===== src/rtl/mem_pkg.sv =====
// Shared types and decode helpers for the memory access stage.
// Operation set, access sizes, stage FSM states and size/byte-count helpers.
package mem_pkg;

   typedef enum logic [4:0] {
      OP_NOP, OP_ADDI, OP_ADD, OP_LUI, OP_BEQ,
      OP_LB, OP_LBU, OP_LH, OP_LHU, OP_LW, OP_LWU, OP_LD,
      OP_SB, OP_SH, OP_SW, OP_SD
   } instruction_type;

   typedef enum logic [1:0] {MSIZE1, MSIZE2, MSIZE4, MSIZE8} msize_t;

   typedef enum logic [1:0] {IDLE, BUS, HOLD} mem_state_t;

   function automatic logic is_memory_read(instruction_type op);
      return op inside {OP_LB, OP_LBU, OP_LH, OP_LHU, OP_LW, OP_LWU, OP_LD};
   endfunction

   function automatic logic is_memory(instruction_type op);
      return is_memory_read(op) || (op inside {OP_SB, OP_SH, OP_SW, OP_SD});
   endfunction

   function automatic logic is_write_reg(instruction_type op);
      return is_memory_read(op) || (op inside {OP_ADDI, OP_ADD, OP_LUI});
   endfunction

   function automatic msize_t size_of(instruction_type op);
      case (op)
         OP_LH, OP_LHU, OP_SH: return MSIZE2;
         OP_LW, OP_LWU, OP_SW: return MSIZE4;
         OP_LD, OP_SD:         return MSIZE8;
         default:              return MSIZE1;
      endcase
   endfunction

   function automatic logic [3:0] bytes_of(msize_t size);
      case (size)
         MSIZE2:  return 4'd2;
         MSIZE4:  return 4'd4;
         MSIZE8:  return 4'd8;
         default: return 4'd1;
      endcase
   endfunction

endpackage


===== src/rtl/mem_align.sv =====
// Combinational lane logic: access size, alignment check, store lane shifting
// and load data extraction with sign/zero extension.
module mem_align
   import mem_pkg::*;
#(
   parameter int XLEN = 64
) (
   input  instruction_type  op,
   input  logic [XLEN-1:0]  addr,
   input  logic [XLEN-1:0]  wdata,
   input  logic [XLEN-1:0]  rdata,
   output msize_t           size,
   output logic [7:0]       strobe,
   output logic [XLEN-1:0]  wdata_lane,
   output logic [XLEN-1:0]  rdata_ext,
   output logic             misalign
);

   logic [2:0]      off;
   logic [2:0]      amask;
   logic [7:0]      base;
   logic [XLEN-1:0] sh;

   always_comb begin
      size       = size_of(op);
      off        = addr[2:0];
      amask      = 3'(bytes_of(size) - 4'd1);
      base       = 8'((9'd1 << bytes_of(size)) - 9'd1);
      misalign   = is_memory(op) && ((off & amask) != 3'd0);
      strobe     = (is_memory(op) && !is_memory_read(op)) ? (base << off) : 8'h00;
      wdata_lane = wdata << {off, 3'b000};
      sh         = rdata >> {off, 3'b000};
      case (op)
         OP_LB:   rdata_ext = {{(XLEN-8){sh[7]}}, sh[7:0]};
         OP_LBU:  rdata_ext = {{(XLEN-8){1'b0}}, sh[7:0]};
         OP_LH:   rdata_ext = {{(XLEN-16){sh[15]}}, sh[15:0]};
         OP_LHU:  rdata_ext = {{(XLEN-16){1'b0}}, sh[15:0]};
         OP_LW:   rdata_ext = {{(XLEN-32){sh[31]}}, sh[31:0]};
         OP_LWU:  rdata_ext = {{(XLEN-32){1'b0}}, sh[31:0]};
         default: rdata_ext = sh;
      endcase
   end

endmodule


===== src/rtl/mem_access_stage.sv =====
// Memory pipeline stage: one instruction in flight, single data-bus
// transaction for aligned loads/stores, one-cycle pass-through otherwise.
//
// state | meaning
// IDLE  | empty, ready for a new instruction
// BUS   | data request outstanding, waiting for dresp_data_ok
// HOLD  | result offered to writeback
module mem_access_stage
   import mem_pkg::*;
#(
   parameter int XLEN = 64
) (
   input  logic             clk,
   input  logic             rst_n,
   input  logic             in_valid,
   output logic             in_ready,
   input  instruction_type  in_op,
   input  logic [63:0]      in_pc,
   input  logic [4:0]       in_rd,
   input  logic [XLEN-1:0]  in_result,
   input  logic [XLEN-1:0]  in_wdata,
   output logic             out_valid,
   input  logic             out_ready,
   output logic [63:0]      out_pc,
   output logic [4:0]       out_rd,
   output logic             out_write_reg,
   output logic [XLEN-1:0]  out_result,
   output logic             out_misalign,
   output logic             dreq_valid,
   output logic [XLEN-1:0]  dreq_addr,
   output msize_t           dreq_size,
   output logic [7:0]       dreq_strobe,
   output logic [XLEN-1:0]  dreq_data,
   input  logic             dresp_data_ok,
   input  logic [XLEN-1:0]  dresp_data
);

   mem_state_t      state, state_nx;
   logic            accept;
   instruction_type ld_op;
   instruction_type a_op;
   logic [XLEN-1:0] a_addr;
   msize_t          a_size;
   logic [7:0]      a_strobe;
   logic [XLEN-1:0] a_wdata;
   logic [XLEN-1:0] a_rdata;
   logic            a_mis;

   // Accepts never happen in BUS, so the aligner can be shared between
   // classifying the incoming op and extracting the outstanding load.
   assign a_op   = (state == BUS) ? ld_op : in_op;
   assign a_addr = (state == BUS) ? dreq_addr : in_result;

   mem_align #(.XLEN(XLEN)) u_align (
      .op         (a_op),
      .addr       (a_addr),
      .wdata      (in_wdata),
      .rdata      (dresp_data),
      .size       (a_size),
      .strobe     (a_strobe),
      .wdata_lane (a_wdata),
      .rdata_ext  (a_rdata),
      .misalign   (a_mis)
   );

   assign dreq_valid = (state == BUS);
   assign out_valid  = (state == HOLD);

   always_comb begin
      in_ready = 1'b0;
      state_nx = state;
      case (state)
         IDLE: in_ready = 1'b1;
         BUS:  if (dresp_data_ok) state_nx = HOLD;
         HOLD: begin
            in_ready = out_ready;
            if (out_ready) state_nx = IDLE;
         end
         default: state_nx = IDLE;
      endcase
      accept = in_valid && in_ready;
      if (accept) state_nx = (is_memory(in_op) && !a_mis) ? BUS : HOLD;
   end

   always_ff @(posedge clk or negedge rst_n) begin
      if (!rst_n) state <= IDLE;
      else        state <= state_nx;
   end

   always_ff @(posedge clk or negedge rst_n) begin
      if (!rst_n) begin
         out_pc        <= '0;
         out_rd        <= '0;
         out_write_reg <= 1'b0;
         out_misalign  <= 1'b0;
         out_result    <= '0;
         ld_op         <= OP_NOP;
         dreq_addr     <= '0;
         dreq_size     <= MSIZE1;
         dreq_strobe   <= '0;
         dreq_data     <= '0;
      end else if (accept) begin
         out_pc        <= in_pc;
         out_rd        <= in_rd;
         out_write_reg <= is_write_reg(in_op) && !a_mis && (in_rd != 5'd0);
         out_misalign  <= a_mis;
         out_result    <= in_result;
         if (is_memory(in_op) && !a_mis) begin
            ld_op       <= in_op;
            dreq_addr   <= in_result;
            dreq_size   <= a_size;
            dreq_strobe <= a_strobe;
            dreq_data   <= a_wdata;
         end
      end else if (state == BUS && dresp_data_ok && is_memory_read(ld_op)) begin
         out_result <= a_rdata;
      end
   end

endmodule


===== config.mk =====
export PLATFORM = sky130hd
export DESIGN_NAME = mem_access_stage
export DESIGN_NICKNAME = d
export VERILOG_FILES = /design/src/rtl/mem_pkg.sv /design/src/rtl/mem_align.sv /design/src/rtl/mem_access_stage.sv
export SDC_FILE = /design/constraint.sdc
export NUM_CORES = 1
export LEC_CHECK = 0
export CORE_AREA = 2 2 211 213
export CTS_CLUSTER_SIZE = 28
export DETAILED_ROUTE_END_ITERATION = 10
export DIE_AREA = 0 0 213 215
export PLACE_DENSITY = 0.75
export SLEW_MARGIN = 20
export SYNTH_ARGS = -nofsm -noshare
export SYNTH_HDL_FRONTEND = slang
export SYNTH_SLANG_ARGS = --single-unit

===== constraint.sdc =====
create_clock -name clk -period 9.4 [get_ports clk]
set_input_delay 0.94 -clock clk [delete_from_list [all_inputs] [get_ports clk]]
set_output_delay 0.94 -clock clk [all_outputs]
set_load 0.01 [all_outputs]

After elaboration in Yosys (flattened, before gate mapping)
Memories as Yosys holds them, arrays and structs flattened.
Cells that the tools add are included.
{"block": "classes", "magnitude_cmp": 0, "muxes": 14, "reduce_logical": 25, "bitwise": 1, "n_div": 0, "shift": 4, "mul": 0, "addsub": 2, "n_eq_ne": 40}
{"cell": "64-bit case mux with 6 select lines", "count": 1}
{"cell": "64-bit two-way mux", "count": 2}
{"cell": "5-bit by 4-bit equality test with 1-bit output, second input constant", "count": 20}
{"cell": "64-bit by 6-bit left shift with 64-bit output", "count": 1}
{"cell": "64-bit by 6-bit right shift with 64-bit output", "count": 1}
{"cell": "5-bit by 3-bit equality test with 1-bit output, second input constant", "count": 9}
{"cell": "7-bit nonzero test", "count": 3}
{"cell": "4-bit case mux with 3 select lines", "count": 1}
{"cell": "5-bit by 2-bit equality test with 1-bit output, second input constant", "count": 2}
{"cell": "2-bit two-way mux", "count": 5}
{"cell": "1-bit logical AND", "count": 8}
{"cell": "8-bit two-way mux", "count": 1}
{"cell": "4-bit nonzero test", "count": 2}
{"cell": "1-bit by 4-bit left shift with 8-bit output, first input constant", "count": 1}
{"cell": "8-bit by 3-bit left shift with 8-bit output", "count": 1}
{"cell": "8-bit by 1-bit subtractor with 8-bit output, second input constant", "count": 1}
{"cell": "2-bit equality test, second input constant", "count": 3}
{"cell": "3-bit by 1-bit inequality test with 1-bit output, second input constant", "count": 2}
{"cell": "2-bit case mux with 3 select lines", "count": 1}
{"cell": "3-bit nonzero test", "count": 2}
{"cell": "5-bit by 1-bit equality test with 1-bit output, second input constant", "count": 1}
{"cell": "5-bit two-way mux", "count": 1}
{"cell": "5-bit nonzero test", "count": 1}
{"cell": "2-bit by 1-bit equality test with 1-bit output, second input constant", "count": 2}
{"cell": "11 further kinds", "count": 14}
{"block": "word_totals", "out_inout_bits": 276, "register_bits": 280, "n_memories": 1, "ram_bits": 0, "elab_cells": 98, "rom_bits": 32, "latch_bits": 0, "in_bits": 271}
{"memory": "(name not given)", "depth": 16, "word_bits": 2, "read_ports": 1, "rd_clocked_by_memory_dff": 0, "write_ports": 0, "line_no": "mem_pkg.sv:28", "text": "case (op)"}

Logic depth before layout (Yosys ltp)
An unclocked memory read counts as a cell.
{"block": "depth", "depth_word": 14, "mapped_depth": 16, "mapped_depth_nobuf": 12}

Cells and area by module
A second synthesis with hierarchy kept.
{"block": "hier_totals", "hier_cells": 1896, "area_unflattened_um2": 16562.1}
{"mod": "mem_access_stage", "n_inst": 1, "seq_area_each_um2": 7006.7, "area_per_inst_um2": 12012.8, "cells_each": 1209}
{"mod": "mem_align", "n_inst": 1, "seq_area_each_um2": 0.0, "area_per_inst_um2": 4549.4, "cells_each": 687}

Worst setup path before layout
No wires, ideal clock.
{"block": "synth_timing", "kind": "reg2reg", "start": "register state[1]", "end": "register dreq_addr[14]", "setup_ps": 125, "synth_period_minus_slack_ps": 3382, "path_stages_with_launch": 17, "required_ps": 9275, "path_slack_ps": 6018, "arrival_time_ps": 3257, "path_buffers": 4, "path_cell_list": "dfrtp_1 > nand2b_1 > buf_4 > inv_2 > buf_6 > mux2i_1 > inv_1 > ha_1 > nor2_1 > mux2i_1 > o21ai_1 > a21boi_1 > a221oi_2 > nand3_2 > buf_6 > buf_6 > mux2_4"}
{"block": "synth_between", "elab_chain_len": 13, "word_cells_on_any_way": 34, "cone_classes": "add/sub: 1; eq/ne: 16; mux: 5; bitwise: 1; reduce/logical: 10; memory: 1"}
{"item": "start: declaration", "line_no": "mem_access_stage.sv:38", "text": "mem_state_t state, state_nx;"}
{"item": "start signal: assignment", "line_no": "mem_access_stage.sv:87", "text": "else state <= state_nx;"}
{"item": "2-bit by 1-bit equality test with 1-bit output (*)"}
{"item": "named net dreq_valid", "line_no": "mem_access_stage.sv:29", "text": "output logic dreq_valid,"}
{"item": "5-bit two-way mux", "line_no": "mem_access_stage.sv:51", "text": "assign a_op = (state == BUS) ? ld_op : in_op;"}
{"item": "memory 16 x 2 bit"}
{"item": "2-bit two-way mux", "line_no": "mem_pkg.sv:28"}
{"item": "2-bit equality test / 2-bit by 1-bit equality test with 1-bit output (equally long branches)", "line_no": "mem_pkg.sv:37", "text": "case (size)"}
{"item": "4-bit case mux with 3 select lines"}
{"item": "3-bit by 1-bit subtractor with 3-bit output", "line_no": "mem_align.sv:27", "text": "amask = 3'(bytes_of(size) - 4'd1);"}
{"item": "3-bit bitwise AND", "line_no": "mem_align.sv:29", "text": "misalign = is_memory(op) && ((off & amask) != 3'd0);"}
{"item": "3-bit nonzero test", "line_no": "mem_align.sv:29"}
{"item": "1-bit logical AND (*)", "line_no": "mem_align.sv:29"}
{"item": "1-bit zero test (*)", "line_no": "mem_access_stage.sv:108", "text": "if (is_memory(in_op) && !a_mis) begin"}
{"item": "1-bit logical AND (*)", "line_no": "mem_access_stage.sv:108"}
{"item": "2-bit AND reduction (no line) (*)"}
{"item": "end signal: assignment", "line_no": "mem_access_stage.sv:110", "text": "dreq_addr <= in_result;"}
{"item": "end: declaration", "line_no": "mem_access_stage.sv:30", "text": "output logic [XLEN-1:0] dreq_addr,"}
The timed path passes the listed nets; every way through them passes the cells marked *.
A chain may end at the register's enable or synchronous reset.

Worst setup path after layout
{"block": "layout_timing", "start": "register state[1]", "end": "register dreq_addr[23]"}
{"block": "layout_between", "elab_chain_len": 13, "word_cells_on_any_way": 34, "cone_classes": "add/sub: 1; eq/ne: 16; mux: 5; bitwise: 1; reduce/logical: 10; memory: 1"}
{"item": "2-bit by 1-bit equality test with 1-bit output", "line_no": "mem_access_stage.sv:51, mem_access_stage.sv:52"}
{"item": "5-bit two-way mux", "line_no": "mem_access_stage.sv:51"}
{"item": "memory 16 x 2 bit"}
{"item": "2-bit two-way mux", "line_no": "mem_pkg.sv:28"}
{"item": "2-bit equality test / 2-bit by 1-bit equality test with 1-bit output (equally long branches)", "line_no": "mem_pkg.sv:37"}
{"item": "4-bit case mux with 3 select lines"}
{"item": "3-bit by 1-bit subtractor with 3-bit output", "line_no": "mem_align.sv:27"}
{"item": "3-bit bitwise AND", "line_no": "mem_align.sv:29"}
{"item": "3-bit nonzero test", "line_no": "mem_align.sv:29"}
{"item": "1-bit logical AND", "line_no": "mem_align.sv:29"}
{"item": "1-bit zero test", "line_no": "mem_access_stage.sv:108"}
{"item": "1-bit logical AND", "line_no": "mem_access_stage.sv:108"}
{"item": "2-bit AND reduction (no line) (*)"}
Mark *: on every way between the ends. The rest lies on a longest branch, timed or not.

==> flow_summary.ini <==
[clock_network]
h-tree-depth = 2
cts_tree = built
cts.clk_slew.worst_paths_ns = 0.06
postCtsSetupBuffers = 0
clock_latency_ns = 0.56
root_buffer = clkbuf_16
cts_hold_buf = 0
cts.sinks = 280
cts_buffers = 35
cts.repair.resized = 0
clockBufferDepth = 3

[timing]
finalSetupViolCount = 0
slew_headroom_pct = 28.3
maxSlewViolCount = 0
post-route-period-util_pct = 55.7
final.setup.tns_ns = 0
max_freq_mhz = 191
hold_violations = 0
min_period_ns = 5.23
tightestPinTransition_ns = 1.08
rsz0062_at_grt = false
skew_ns = 0.0271

[yosys]
synth_nets = 1906
yosys.area_share.adder_pct = 0.0819
synthXorXnorAreaFrac_pct = 0
synth_top_family_by_area = multiplexers
synth.distinct_cells = 59
synthArstFlopShare_pct = 100
yosys_warnings = 0
synthMuxAreaShare_pct = 18.2
synth_area_per_cell_um2 = 9.35
syn_area_um2 = 15300
synthSimpleGateAreaFrac_pct = 17.7
yosysSeqAreaShare_pct = 45.9
synth_edf_count = 0
ys_ff_latch = 280
synth-compound-area-share_pct = 14.0
synthFlopType = dfrtp_1
syn_inst = 1634

[global_route]
antenna_found_initial = 12
grt_max_degree = 166
grt_pass1_vias = 15021
grt_pass1_wl_um = 96100
grt_util_all_layers_pct = 27.8
grt_overflow = 0

[cells_and_area]
syn2layout_area_growth_pct = 46.1
register_area_um2 = 7010
drive_above_1_share_pct = 12.0
num-fill-cells = 3991
fin_area_um2 = 22300
finalNonFillerCells = 2739
nets = 2388
multiInputGateArea_um2 = 7710

[detailed_routing]
num_vias = 15032
ant_nets = 0
route.detailed.drc = 0
vias_per_cell = 5.49
wire_per_inst_um = 23.7
wirelength_um = 65000
drt-pass1-iter-count = 8
drt-initial-drc-count = 1503

[worst_setup_path]
crit_arrival_ns = 5.67
startpoint_type = flip-flop
r2r_start = state[1]
required_ns = 9.84
worstSetupEndpointType = flip-flop
critPathMaxFanout = 54
critPathLaunch = state[1]
crit_type = reg -> reg
path_cells = nand2b_1 -> inv_2 -> mux2i_1 -> inv_1 -> ha_1 -> nor2_1 -> mux2i_1 -> o21ai_1 -> a21boi_1 -> a221oi_2 -> nand3_4 -> buf_4 -> mux2_4
crit_top_cell = mux2i_1
worst_path_largest_cell_delay_ns = 0.56
cp_slowest_cell = mux2i_1

[placed_design]
place_area_um2 = 21200
numPortBuffers = 546
place_hpwl_um = 47800
place_congestion = 0.970
dp.cells = 2671

[worst_hold_path]
hp-class = in -> async

[floorplan]
core_um2 = 43600
pin_count = 547
die_y_um = 215
design.die.area_um2 = 45800
rows = 77
dieWidth_um = 213
start_util_pct = 35.0

[power]
max-vdd-ir-drop_v = 0.000169
p_leak_nw = 9.78
power_density_nw_per_um2 = 237

[run]
cap_violations = 0

[status]
status = finished clean
==> layer usage <==
| layer | routed length [µm] | global-route usage (%) | vias to the layer above |
|---|---|---|---|
| met5 | 110 | 0 | - |
| met4 | 2770 | 11.7 | 16 |
| met3 | 6410 | 9.10 | 150 |
| met2 | 31200 | 46.2 | 790 |
| met1 | 24400 | 32.9 | 7359 |
| li1 | - | - | 6717 |
==> cell type report <==
class,count,area share [%]
Antenna cell,4,0.0449
Clock buffer,48,4.28
Clock inverter,16,0.751
Inverter,22,0.370
Multi-Input combinational cell,1210,34.6
Sequential cell,280,31.4
Tap cell,592,3.32
Timing Repair Buffer,567,25.3
==> critical path: cells and delay by family, from the launching register on <==
kind            cells  cell delay (ns)
buf+inv             3             1.14
flops               1             0.44
simple gates        3             1.11
compound gates      3             0.91
mux                 3             1.12
fa+ha+maj           1             0.26
==> final timing paths <==
check,to,slack [ns],cells past startpoint
setup / recovery,dreq_addr[23],4.17,13
hold / removal,dreq_data[50],0.40,1
setup reg to reg,dreq_addr[23],4.17,13
hold reg to reg,out_pc[7],0.47,2
max in group asynchronous,out_pc[28],7.46,2
min in group clk,out_pc[7],0.47,2
==> power breakdown <==
part           switching [mW]  internal [mW]  leakage, nW
clock network           0.573          0.778        0.540
logic                   0.992           1.14         5.74
registers               0.235           1.57         3.49
total                    1.80           3.48         9.78
==> through the flow <==
step	setup WS [ns]	util (%)	hold slack [ns]	total power, mW
detailed placement	4.19	48.5	0.461	3.94
global placement	4.32	48.5	0.456	3.91
floorplan	6.02	-	0.477	2.71
global route	3.81	51.1	0.494	5.55
CTS	4.16	51.1	0.476	5.32
finish	4.17	51.1	0.402	5.28
==> cell families (layout without fill, tap and decap cells) <==
family / after synthesis / in the layout
muxes: 219 / 219
and+or+nand+nor: 655 / 655
AOI/OAI and AO/OA: 335 / 335
adders and majority gates: 1 / 1
DFF: 280 / 280
other: 0 / 4
buffers and inverters: 144 / 653
==> cells in the final DEF, fill, tap and decap left out, types with 17 or more instances in the layout <==
master,instances
a21oi_1,117
mux2i_1,53
nand3_1,71
inv_1,21
dfrtp_1,280
clkbuf_16,35
o211ai_1,20
o21ai_0,48
mux2_2,95
nor2_1,78
buf_4,20
mux2_4,51
a22oi_1,37
clkdlybuf4s50_1,545
mux4_2,17
nand2_1,443
==> cell usage after synthesis (all sizes together), types with 3 or more instances <==
cell,number,share of area (%)
nand2,444,11
dfrtp,280,46
mux2,146,12
a21oi,119,3.9
clkbuf,81,2.0
nor2,80,2.0
nand3,72,2.4
o21ai,60,2.0
mux2i,56,3.8
buf,41,1.6
a22oi,37,1.8
inv,22,0.54
o211ai,20,0.98
mux4,17,2.5
a211oi,16,0.79
o22ai,16,0.66
nand2b,14,0.57
a221oi,12,0.73
and3,12,0.49
nor3,10,0.33
a31oi,9,0.37
o221ai,9,0.52
or3,9,0.37
a211o,7,0.40
a32oi,6,0.34
a311oi,4,0.23
a2111oi,3,0.17
a221o,3,0.20
and2,3,0.12
Note: power is estimated with default switching activity, not from simulation.
